## config.mk

```make
export PLATFORM = sky130hd
export DESIGN_NAME = bist_fail_logger
export DESIGN_NICKNAME = d
export VERILOG_FILES = /design/src/rtl/bist_fail_logger.sv
export SDC_FILE = /design/constraint.sdc
export NUM_CORES = 1
export LEC_CHECK = 0
export CAP_MARGIN = 40
export CORE_MARGIN = 3
export CORE_UTILIZATION = 52
export CTS_CLUSTER_DIAMETER = 80
export DETAILED_ROUTE_END_ITERATION = 8
export GPL_TIMING_DRIVEN = 0
export PLACE_DENSITY = 0.77
export SLEW_MARGIN = 20
export SYNTH_ARGS = -nofsm -noshare
export SYNTH_HDL_FRONTEND = slang
export SYNTH_SLANG_ARGS = --single-unit
```

## constraint.sdc

```tcl
create_clock -name clk -period 3.7 [get_ports clk]
set_input_delay 0.74 -clock clk [delete_from_list [all_inputs] [get_ports clk]]
set_output_delay 0.74 -clock clk [all_outputs]
set_load 0.05 [all_outputs]
```

## src/rtl/bist_fail_logger.sv

```systemverilog
// Fail logger for the march BIST stage: queues failing (address, read word) pairs in a
// show-ahead FIFO and keeps per-session status (count, first address, overflow, verdict).
module bist_fail_logger #(
    parameter int ADDR_W = 8,
    parameter int DATA_W = 4,
    parameter int DEPTH  = 8,
    parameter int CNT_W  = 9,
    parameter int DEDUP  = 1
) (
    input  logic              clk,
    input  logic              rst,
    input  logic              session_start,
    input  logic              bist_done,
    input  logic              fail_in,
    input  logic [ADDR_W-1:0] fail_addr_in,
    input  logic [DATA_W-1:0] fail_data_in,
    output logic              log_valid,
    input  logic              log_ready,
    output logic [ADDR_W-1:0] log_addr,
    output logic [DATA_W-1:0] log_data,
    output logic [CNT_W-1:0]  fail_count,
    output logic [ADDR_W-1:0] first_addr,
    output logic              any_fail,
    output logic              overflow,
    output logic              busy,
    output logic              pass
);
    localparam int PTR_W   = $clog2(DEPTH);
    localparam int ENTRY_W = ADDR_W + DATA_W;

    typedef enum logic [1:0] {IDLE, LOGGING, DONE} state_t;

    state_t state_reg, state_next;

    logic [ENTRY_W-1:0] mem [DEPTH];
    logic [PTR_W-1:0]   wr_ptr_reg, rd_ptr_reg, rd_ptr_next;
    logic [PTR_W:0]     occ_reg, occ_next;
    logic               log_valid_reg;
    logic [ADDR_W-1:0]  log_addr_reg;
    logic [DATA_W-1:0]  log_data_reg;
    logic [CNT_W-1:0]   count_reg;
    logic [ADDR_W-1:0]  first_addr_reg;
    logic               any_fail_reg, overflow_reg;
    logic               has_pushed_reg;
    logic [ADDR_W-1:0]  last_addr_reg;

    logic               fail_accept, dup_hit, push_req, push_ok, pop, full;
    logic [ENTRY_W-1:0] head_entry;

    // ---------------- FSM ----------------
    always_ff @(posedge clk or negedge rst) begin
        if (!rst) state_reg <= IDLE;
        else      state_reg <= state_next;
    end

    always_comb begin
        state_next = state_reg;
        if (session_start)
            state_next = LOGGING;
        else if (state_reg == LOGGING && bist_done)
            state_next = DONE;
    end

    always_comb begin
        busy = (state_reg == LOGGING);
        pass = (state_reg == DONE) && !any_fail_reg;
    end

    // ---------------- Datapath control ----------------
    always_comb begin
        fail_accept = fail_in && (state_reg == LOGGING) && !session_start;
        // Dedup compares against the last push attempt, which survives pops.
        dup_hit     = (DEDUP != 0) && has_pushed_reg && (fail_addr_in == last_addr_reg);
        push_req    = fail_accept && !dup_hit;
        pop         = log_valid_reg && log_ready && !session_start;
        full        = (occ_reg == (PTR_W+1)'(DEPTH));
        push_ok     = push_req && (!full || pop);
        rd_ptr_next = rd_ptr_reg + PTR_W'(pop);
        occ_next    = occ_reg + (PTR_W+1)'(push_ok) - (PTR_W+1)'(pop);
        // The entry being written this cycle becomes head only when the FIFO drains to it.
        if (push_ok && (wr_ptr_reg == rd_ptr_next))
            head_entry = {fail_addr_in, fail_data_in};
        else
            head_entry = mem[rd_ptr_next];
    end

    always_ff @(posedge clk) begin
        if (push_ok)
            mem[wr_ptr_reg] <= {fail_addr_in, fail_data_in};
    end

    always_ff @(posedge clk or negedge rst) begin
        if (!rst) begin
            wr_ptr_reg     <= '0;
            rd_ptr_reg     <= '0;
            occ_reg        <= '0;
            log_valid_reg  <= 1'b0;
            log_addr_reg   <= '0;
            log_data_reg   <= '0;
            count_reg      <= '0;
            first_addr_reg <= '0;
            any_fail_reg   <= 1'b0;
            overflow_reg   <= 1'b0;
            has_pushed_reg <= 1'b0;
            last_addr_reg  <= '0;
        end else if (session_start) begin
            wr_ptr_reg     <= '0;
            rd_ptr_reg     <= '0;
            occ_reg        <= '0;
            log_valid_reg  <= 1'b0;
            log_addr_reg   <= '0;
            log_data_reg   <= '0;
            count_reg      <= '0;
            first_addr_reg <= '0;
            any_fail_reg   <= 1'b0;
            overflow_reg   <= 1'b0;
            has_pushed_reg <= 1'b0;
            last_addr_reg  <= '0;
        end else begin
            if (push_ok)
                wr_ptr_reg <= wr_ptr_reg + PTR_W'(1);
            rd_ptr_reg    <= rd_ptr_next;
            occ_reg       <= occ_next;
            log_valid_reg <= (occ_next != '0);
            if (occ_next != '0) begin
                log_addr_reg <= head_entry[ENTRY_W-1:DATA_W];
                log_data_reg <= head_entry[DATA_W-1:0];
            end
            if (fail_accept && (count_reg != {CNT_W{1'b1}}))
                count_reg <= count_reg + CNT_W'(1);
            if (fail_accept && !any_fail_reg) begin
                first_addr_reg <= fail_addr_in;
                any_fail_reg   <= 1'b1;
            end
            if (push_req) begin
                has_pushed_reg <= 1'b1;
                last_addr_reg  <= fail_addr_in;
            end
            if (push_req && !push_ok)
                overflow_reg <= 1'b1;
        end
    end

    assign log_valid  = log_valid_reg;
    assign log_addr   = log_addr_reg;
    assign log_data   = log_data_reg;
    assign fail_count = count_reg;
    assign first_addr = first_addr_reg;
    assign any_fail   = any_fail_reg;
    assign overflow   = overflow_reg;
endmodule

```

==> flow_metrics.tcl, run 1 <==
set metrics [dict create \
    hold_buffers 0 \
    core-area_mm2 0.0121 \
    rrSetupSlack_ns -0.03 \
    drtIter0Drc 439 \
    startpoint "fail_addr_in[3]" \
    routed_via_density 5.80 \
    result_of_the_run "complete, but fails checks" \
    worstPathRequired_ns 4.00 \
    synth_cell_area_mm2 0.00647 \
    die_x_um 118 \
    cpMostUsedCell "sky130_fd_sc_hd__buf_6" \
    number_of_flops_mapped_to_enable_cells_by_yosys 96 \
    placementRows 40 \
    cts_htree_levels 4 \
    clock_sink_total 149 \
    reg2reg_from "last_addr_reg[6]" \
    cpLargestDelayFamily "compound AO/OA/AOI/OAI gates" \
    largest_register "mem" \
    synth_nets 459 \
    period_share 1.02 \
    global_route.usage.total 0.235 \
    detailedRoute.firstPassIterationCount 5 \
    pin_slew_with_the_least_headroom_to_its_limit_ns 0.764 \
    yosys.area_share.xor_xnor 0.0280 \
    first_global_vias 4412 \
    clock_latency_ns 0.42 \
    finalSetupViolations 10 \
    power.net_switching_mw 1.67 \
    clk_path_buf_depth 2 \
    ys.flop_type "sky130_fd_sc_hd__edfxtp_1" \
    grt_first_pass_wirelength_mm 24.5 \
    violations "setup timing" \
    pin_count_of_the_biggest_net_entering_global_routing 54 \
    buffer_ports.inserted 50 \
    fin_total_pwr_mw 5.43 \
    power.share.clock 0.335 \
    fin_skew_ns 0.00978 \
    worst_slew_slack_as_a_fraction_of_its_limit 0.487 \
    ios 52 \
    timing.critical_path.arrival_ns 4.06 \
    timing.max_cap.violations 0 \
    clock-root-buffer "sky130_fd_sc_hd__clkbuf_16" \
    drv_slew 0 \
    finalWorstSetupSlack_ns -0.0592 \
    share_comb_of_total_power 0.305 \
    design.die.area_mm2 0.0138 \
    finalHoldViolations 0 \
    critical_path_buffers_and_inverters 5 \
    largest_reg_flops 96 \
    gp_congestion 0.807 \
    critical_path.endpoint_type "flip-flop" \
    cts_inserted_buffers 17 \
    tritoncts "yes" \
    endpoint "log_addr[5]" \
    critical_path.cell_chain "buf_6, xnor2_1, nand3_2, o31ai_4, nand2_2, buf_6, o21ai_4, ha_4, inv_2, fa_1, or3b_4, a2111oi_4, or3_4, buf_12, buf_16, a311oi_2, a311o_1" \
    yosys.area_share.simple 0.0901 \
    crit_type "primary input to flip-flop" \
    ys_warn_count 0 \
    power.ir.vdd_worst_mv 0.331 \
    finalCriticalPeriod_ns 3.76 \
    critical-path-slowest-cell "sky130_fd_sc_hd__fa_1" \
    area.growth.synth_to_final_pct 30.1 \
    synth_cell_types 52 \
    ys_ff_latch 149 \
    route.antenna.remaining_nets 0 \
    cell_internal_power_mw 3.75 \
    postSynth.asyncResetShare 0.356 \
    critical_path.max_stage_delay_ns 0.50 \
    synth_top_family_by_area "multiplexers" \
    power_per_cell_area_mw_per_mm2 645 \
    post_synth.cell_area_avg_um2 15.0 \
    multiplexer_area_fraction_after_synthesis 0.107 \
    switching_share 0.308 \
    clk_transition_reported_paths_ns 0.06 \
    post_drt_wl_per_cell_um 22.3 \
    worstReg2RegEnd "log_addr[5]" \
    regArea_mm2 0.00421 \
    highest_count_cells_in_the_layout_ignoring_fill_and_taps "sky130_fd_sc_hd__edfxtp_1, sky130_fd_sc_hd__dfrtp_1, sky130_fd_sc_hd__clkdlybuf4s50_1" \
    crit_path_launch_type "primary input" \
    logic_depth_of_the_worst_setup_path_including_buffers 17 \
    final_design_area_no_fill_mm2 0.00842 \
    sequentialPowerShare 0.360 \
    area_fraction_in_compound_gates_after_synthesis 0.0706 \
    fill_cells 805 \
    hpwlAfterDp_mm 9.31 \
    setup_repair_after_global_routing_missed_its_margin "yes" \
    effective_utilization_at_floorplan 0.534 \
    worstPathMaxFanout 12 \
    final_common_cell "sky130_fd_sc_hd__edfxtp_1" \
    antenna_found_initial 0 \
    timing.fmax_mhz 266 \
    diodes_inserted 0 \
    fin_hold_ws_ns 0.360 \
    via_count 4153 \
    post_route_cells_drive_above_1_share 0.296 \
    die-height_um 118 \
    detailed_place.area_mm2 0.00732 \
    route.detailed.drc 0 \
    power.leakage_nw 3.09 \
    grt_overflow 0 \
    min-delay-path-class "primary input to async pin" \
    final_nets 563 \
    synth_cells 431 \
    wirelength_mm 15.9 \
    synth_sequential_area_ratio 0.650 \
    adder_cell_share_of_the_synthesized_area 0.0205 \
    multi_input_combinational_cell_area_mm2 0.00228 \
    ff2ff_path_depth 16 \
]
==> per-stage QoR <==
stage,TNS (ns),setup WS (ns),std cells,util
after floorplan,0,0.0502,431,-
after CTS,0,0.0126,708,0.679
after global routing,-1.40,-0.147,716,0.695
final,-0.449,-0.0592,716,0.695
after detailed placement,-18.05,-1.23,659,0.605
after global placement,-106.16,-1.46,649,0.594
==> area by class of cell <==
class                      instances  area share
timing repair buffer              85       0.102
buffer                            25      0.0184
clock buffer                      19      0.0526
multi-input combinational        236       0.271
tap                              168      0.0250
sequential                       149       0.500
inverter                          21     0.00966
clock inverter                    13      0.0214
==> power by group through the flow <==
stage / Combinational (mW) / Sequential (mW) / Clock, mW
6_report: 1.65 / 1.96 / 1.82
4_1_cts: 1.53 / 1.95 / 1.83
2_1_floorplan: 0.716 / 2.18 / 0
3_5_place_dp: 1.31 / 1.98 / 0
3_3_place_gp: 1.27 / 1.98 / 0
5_1_grt: 1.74 / 1.96 / 1.90
==> Yosys cell counts, types with 10 or more instances <==
cell                        n  area (um^2)
sky130_fd_sc_hd__edfxtp_1  96         2880
sky130_fd_sc_hd__dfrtp_1   53         1330
sky130_fd_sc_hd__nor2_1    25         93.8
sky130_fd_sc_hd__mux4_2    24          541
sky130_fd_sc_hd__nand2_1   24         90.1
sky130_fd_sc_hd__nand2b_1  21          131
sky130_fd_sc_hd__inv_1     19         71.3
sky130_fd_sc_hd__mux2i_1   14          140
sky130_fd_sc_hd__a311oi_1  13          114
sky130_fd_sc_hd__a311o_1   12          120
sky130_fd_sc_hd__o21ai_1   11         55.1
sky130_fd_sc_hd__o21ai_0   10         50.1
==> worst min path at each step <==
stage          slack, ns              to  cells after the start
2_1_floorplan       0.44        any_fail                      0
3_3_place_gp        0.48   fail_count[5]                      1
3_5_place_dp        0.51  has_pushed_reg                      2
4_1_cts             0.38   fail_count[5]                      1
5_1_grt             0.40   fail_count[5]                      1
6_report            0.36   fail_count[5]                      1
==> timing repair <==
| item | CTS | global route |
|---|---|---|
| setup endpoints to repair | 13 | 12 |
| pin swaps | 18 | 23 |
| gates resized for setup | 80 | 26 |
| buffers inserted | 15 | 8 |
| gates cloned | 2 | 0 |
==> kinds of logic after synthesis <==
kind of cell | after synthesis
multiplexers | 39
buffers and inverters | 46
XOR/XNOR | 19
flip-flops | 149
AO/OA/AOI/OAI | 60
AND/OR/NAND/NOR | 108
adder cells (fa/ha/maj) | 10
==> metal layers <==
layer	vias to the layer above	track usage	routed length, um
met2	136	0.392	8240
met5	-	0	0
met3	35	0.0620	821
met4	0	0.101	348
met1	2145	0.293	6520
li1	1837	-	-
==> worst register-to-register path, stage by stage (launching register included) <==
cell and delay, ns:
sky130_fd_sc_hd__dfrtp_1 0.42, sky130_fd_sc_hd__xnor2_2 0.19, sky130_fd_sc_hd__nand3_2 0.17, sky130_fd_sc_hd__o31ai_4 0.32
sky130_fd_sc_hd__nand2_2 0.12, sky130_fd_sc_hd__buf_6 0.14, sky130_fd_sc_hd__o21ai_4 0.06, sky130_fd_sc_hd__ha_4 0.17
sky130_fd_sc_hd__inv_2 0.04, sky130_fd_sc_hd__fa_1 0.50, sky130_fd_sc_hd__or3b_4 0.39, sky130_fd_sc_hd__a2111oi_4 0.25
sky130_fd_sc_hd__or3_4 0.23, sky130_fd_sc_hd__buf_12 0.12, sky130_fd_sc_hd__buf_16 0.12, sky130_fd_sc_hd__a311oi_2 0.04
sky130_fd_sc_hd__a311o_1 0.31
No activity file was read; power rests on OpenSTA's default activity.
==> inputs of run 2 (changes only) <==
SLEW_MARGIN = not set   (was 20)
==> flow_metrics.tcl, run 2 (same netlist as run 1, synthesis figures left out) <==
set metrics [dict create \
    power_per_cell_area_mw_per_mm2 616 \
    pin_count_of_the_biggest_net_entering_global_routing 32 \
    finalHoldViolations 0 \
    crit_path_launch_type "primary input" \
    worstPathRequired_ns 4.05 \
    tritoncts "yes" \
    detailedRoute.firstPassIterationCount 5 \
    hpwlAfterDp_mm 9.59 \
    route.antenna.remaining_nets 0 \
    period_share 0.994 \
    worstPathMaxFanout 5 \
    pin_slew_with_the_least_headroom_to_its_limit_ns 0.755 \
    first_global_vias 4637 \
    area.growth.synth_to_final_pct 30.5 \
    fin_skew_ns 0.0118 \
    grt_first_pass_wirelength_mm 25.1 \
    routed_via_density 5.77 \
    clock_sink_total 149 \
    final_nets 580 \
    largest_register "mem" \
    global_route.usage.total 0.239 \
    final_common_cell "sky130_fd_sc_hd__edfxtp_1" \
    rrSetupSlack_ns 0.06 \
    power.ir.vdd_worst_mv 0.463 \
    ios 52 \
    setup_repair_after_global_routing_missed_its_margin "yes" \
    clk_path_buf_depth 2 \
    ff2ff_path_depth 15 \
    die_x_um 118 \
    min-delay-path-class "primary input to async pin" \
    post_drt_wl_per_cell_um 21.7 \
    highest_count_cells_in_the_layout_ignoring_fill_and_taps "sky130_fd_sc_hd__edfxtp_1, sky130_fd_sc_hd__dfrtp_1, sky130_fd_sc_hd__buf_4" \
    clock-root-buffer "sky130_fd_sc_hd__clkbuf_16" \
    timing.max_cap.violations 0 \
    clock_latency_ns 0.42 \
    buffer_ports.inserted 50 \
    crit_type "primary input to flip-flop" \
    core-area_mm2 0.0121 \
    largest_reg_flops 96 \
    placementRows 40 \
    final_design_area_no_fill_mm2 0.00844 \
    via_count 4231 \
    power.leakage_nw 3.13 \
    fin_total_pwr_mw 5.20 \
    clk_transition_reported_paths_ns 0.06 \
    design.die.area_mm2 0.0138 \
    drv_slew 0 \
    wirelength_mm 15.9 \
    worst_slew_slack_as_a_fraction_of_its_limit 0.496 \
    grt_overflow 0 \
    finalSetupViolations 0 \
    critical_path.endpoint_type "flip-flop" \
    hold_buffers 0 \
    post_route_cells_drive_above_1_share 0.310 \
    result_of_the_run "completed" \
    cts_inserted_buffers 17 \
    antenna_found_initial 0 \
    diodes_inserted 0 \
    timing.critical_path.arrival_ns 4.03 \
    timing.fmax_mhz 272 \
    cts_htree_levels 4 \
    detailed_place.area_mm2 0.00736 \
    die-height_um 118 \
    effective_utilization_at_floorplan 0.534 \
    route.detailed.drc 0 \
    gp_congestion 0.807 \
    drtIter0Drc 438 \
    finalCriticalPeriod_ns 3.68 \
]
[run 2: cell types whose count changed in the layout (fill, tap and decap cells not counted), moves of 2 or more]
cell                        previous run  this run
sky130_fd_sc_hd__buf_12                3         1
sky130_fd_sc_hd__buf_6                15        17
sky130_fd_sc_hd__buf_4                27        45
sky130_fd_sc_hd__xnor2_2               6         8
sky130_fd_sc_hd__clkbuf_8              1         6
sky130_fd_sc_hd__clkbuf_1              9        14
sky130_fd_sc_hd__clkinv_2              4         1
sky130_fd_sc_hd__bufinv_16             4         0
[run 2: per-stage QoR]
stage	hold WS (ns)	TNS (ns)	utilization	cells	worst slack [ns]
after CTS	0.396	0	0.683	730	0.00610
after detailed placement	0.501	-18.14	0.608	661	-1.25
after floorplan	0.444	0	-	431	0.0502
after global placement	0.480	-106.16	0.594	649	-1.46
final	0.389	0	0.697	733	0.0237
after global routing	0.431	-0.927	0.697	733	-0.138
[run 2: what timing repair did]
item / in CTS / in global routing
gates cloned: 1 / 0
endpoints found under the hold margin: 0 / 0
resized for setup: 71 / 33
endpoints found under the setup margin: 13 / 14
buffers inserted: 36 / 7
pin swaps: 16 / 17
[run 2: final timing paths]
path,startpoint,to
max in group asynchronous,rst,log_addr[4]
hold / removal,rst,fail_count[0]
hold reg to reg,fail_count[5],fail_count[5]
setup / recovery,log_ready,log_data[2]
min in group clk,fail_count[5],fail_count[5]
setup reg to reg,last_addr_reg[1],log_addr[0]
[run 2: metal layers]
metal	GRT usage	vias to the layer above	part of all wire	wire length, um
li1	-	1866	-	-
met1	0.302	2167	0.40	6320
met2	0.405	164	0.53	8470
met3	0.0461	34	0.048	771
met4	0.103	0	0.022	343
met5	0	-	0	0
[run 2: worst max-delay path, stage by stage]
cell and delay [ns]:
sky130_fd_sc_hd__dlygate4sd2_1 0.24, sky130_fd_sc_hd__nand2_2 0.08, sky130_fd_sc_hd__nor2_4 0.05, sky130_fd_sc_hd__or4b_4 0.53, sky130_fd_sc_hd__buf_6 0.14, sky130_fd_sc_hd__nand2_4 0.06
sky130_fd_sc_hd__o21ai_2 0.06, sky130_fd_sc_hd__ha_2 0.19, sky130_fd_sc_hd__inv_2 0.06, sky130_fd_sc_hd__fa_1 0.45, sky130_fd_sc_hd__or3b_4 0.27, sky130_fd_sc_hd__a2111oi_4 0.04
sky130_fd_sc_hd__or3_4 0.45, sky130_fd_sc_hd__buf_12 0.16, sky130_fd_sc_hd__buf_8 0.13, sky130_fd_sc_hd__a311oi_2 0.21, sky130_fd_sc_hd__a311o_1 0.17
[run 2: layout make-up]
class | instances | area (um^2)
plain buffers | 24 | 140
clock buffers | 29 | 531
clock inverters | 3 | 20.0
fillers | 814 | 3670
inverters | 21 | 81.3
multi-input cells | 236 | 2270
flip-flops and latches | 149 | 4210
well taps | 168 | 210
repair buffers | 103 | 983
[run 2: power breakdown]
group / switching [mW] / internal (mW) / total, mW
clock network: 0.629 / 0.965 / 1.59
registers: 0.0684 / 1.89 / 1.95
logic: 0.931 / 0.718 / 1.65
==> inputs of run 3 (changes only) <==
SLEW_MARGIN = 10   (was not set)
==> results of run 3 <==
No change in the layout: final DEF, timing and power equal those of run 2.
==> variant, RTL diff (config.mk and constraints of run 3) <==
Make the reset (`rst`) synchronous in 2 clocked blocks.
--- a/src/rtl/bist_fail_logger.sv
+++ b/src/rtl/bist_fail_logger.sv
@@ -48,7 +48,7 @@
     logic [ENTRY_W-1:0] head_entry;
 
     // ---------------- FSM ----------------
-    always_ff @(posedge clk or negedge rst) begin
+    always_ff @(posedge clk) begin
         if (!rst) state_reg <= IDLE;
         else      state_reg <= state_next;
     end
@@ -89,7 +89,7 @@
             mem[wr_ptr_reg] <= {fail_addr_in, fail_data_in};
     end
 
-    always_ff @(posedge clk or negedge rst) begin
+    always_ff @(posedge clk) begin
         if (!rst) begin
             wr_ptr_reg     <= '0;
             rd_ptr_reg     <= '0;
Check against the original RTL: differs if rst is asserted again (counterexample within 4 cycles, from zero or initial values and one cycle with rst low); with rst held inactive, the same outputs for 4 cycles.
==> variant against run 3 <==
  * The run now ends with negative setup slack left
  * Utilization grew 0.31 points
  * Final area shrank 4.9%
  * Count of clock-buffer cells in the layout shrank 11
  * Sequential cell count is the same
  * Setup slack lost 140 ps
  * Routed wire length shrank 9.5%
  * Synthesized area shrank 5.0%
  * Synthesized cell count shrank 1.2%
  * Critical endpoint is now log_addr[6]$_SDFFE_PP0P_
Power is not compared: it rests on default switching activity, and its combinational part moved more than twofold at a synthesized area within 25%.
==> variant: results (changes against run 3) <==
- count of distinct cell types in the synthesized netlist: 45, -13%
- global-route wire length before repair: 21,900 µm, -13%
- Max Clock Skew: 7.29 ps, -4.50 ps
- DR iter-0 viols: 214, -51%
- normalized max-slew margin: 37.6%, -12 points
- R2R Path Start: last_addr_reg[2]$_SDFFE_PP0P_
- count of buffers from port buffering: 51, +2.0%
- DRT Wirelength: 14,400 µm, -9.5%
- net count of the mapped netlist: 454, -1.1%
- share of layout cells above drive strength 1: 26.8%, -4.1 points
- met2 wirelength from detailed routing: 7530 µm, -11%
- worst setup slack after layout: -119 ps, -142 ps
- worst-case reg-to-reg path depth: 16, +1
- Metal-1 WL: 5770 µm, -8.8%
- hold slack final: 480 ps, +91.2 ps
- worst hold path type: reg -> reg
- cell types with the highest counts after synthesis: 96 x sky130_fd_sc_hd__edfxtp_1, 53 x sky130_fd_sc_hd__dfxtp_1, 40 x sky130_fd_sc_hd__nor2_1
- number of endpoints failing setup at the final stage: 13, +13
- met1 track utilization from global routing: 28.6%, -1.7 points
- met3 layer wire length in the routed design: 790 µm, +2.5%
- post-placement worst setup slack: -1510 ps, -264 ps
- final weighted congestion in routability-driven placement: 0.841, +4.3%
- drt via density: 5.79, +0.39%
- total number of nets in the final design: 560, -3.4%
- maximum number of pins on one net before global-route repair: 17, -47%
- met2 Usage GRT: 37.8%, -2.7 points
- sequential fraction of the synthesis area: 64.2%, -0.87 points
- quantity of gates resized following cts: 76, +7.0%
- XOR/XNOR Fraction of Synth Area: 3.11%, +0.31 points
- result of the run: finished, violations left
- met3 track utilization from global routing: 5.02%, +0.41 points
- cell with the biggest individual delay on the critical path: sky130_fd_sc_hd__fa_1
- crit path DAT: 4120 ps, +90 ps
- complex-gate fraction of the synthesized area: 6.27%, -0.79 points
- fraction of the mapped netlist area in adder cells: 2.16%, +0.11 points
- violated checks: negative setup slack
- share of synthesized area spent on multiplexers: 12.5%, +1.8 points
- worst setup path endpoint: log_addr[6]$_SDFFE_PP0P_
- proportion of synthesized flip-flops having asynchronous set or reset: 0%, -36 points
variant: report_power, final:
part | internal, mW | leakage (nW) | switching, mW | total, mW
registers | 1.78 | 1.29 | 0.00828 | 1.79
logic | 0.0989 | 1.19 | 0.133 | 0.232
clock network | 1.12 | 0.286 | 0.671 | 1.79
total | 3.00 | 2.77 | 0.812 | 3.81
variant: cell type report:
type	count	share of cell area, %
clock inverters	13	2.31
well taps	143	2.23
repair buffers	87	10.7
flip-flops and latches	149	49.1
clock buffers	18	5.35
plain buffers	24	2.07
multi-input cells	236	27.4
inverters	17	0.826
variant: per-stage QoR:
step           total power [mW]  area, µm²  utilization, %  std cells
2_1_floorplan              1.93       6180               -        426
3_3_place_gp               2.01       6870            59.9        620
3_5_place_dp               2.01       6990            60.9        629
4_1_cts                    3.80       7830            68.2        676
5_1_grt                    3.92       8030            70.0        687
6_report                   3.81       8030            70.0        687
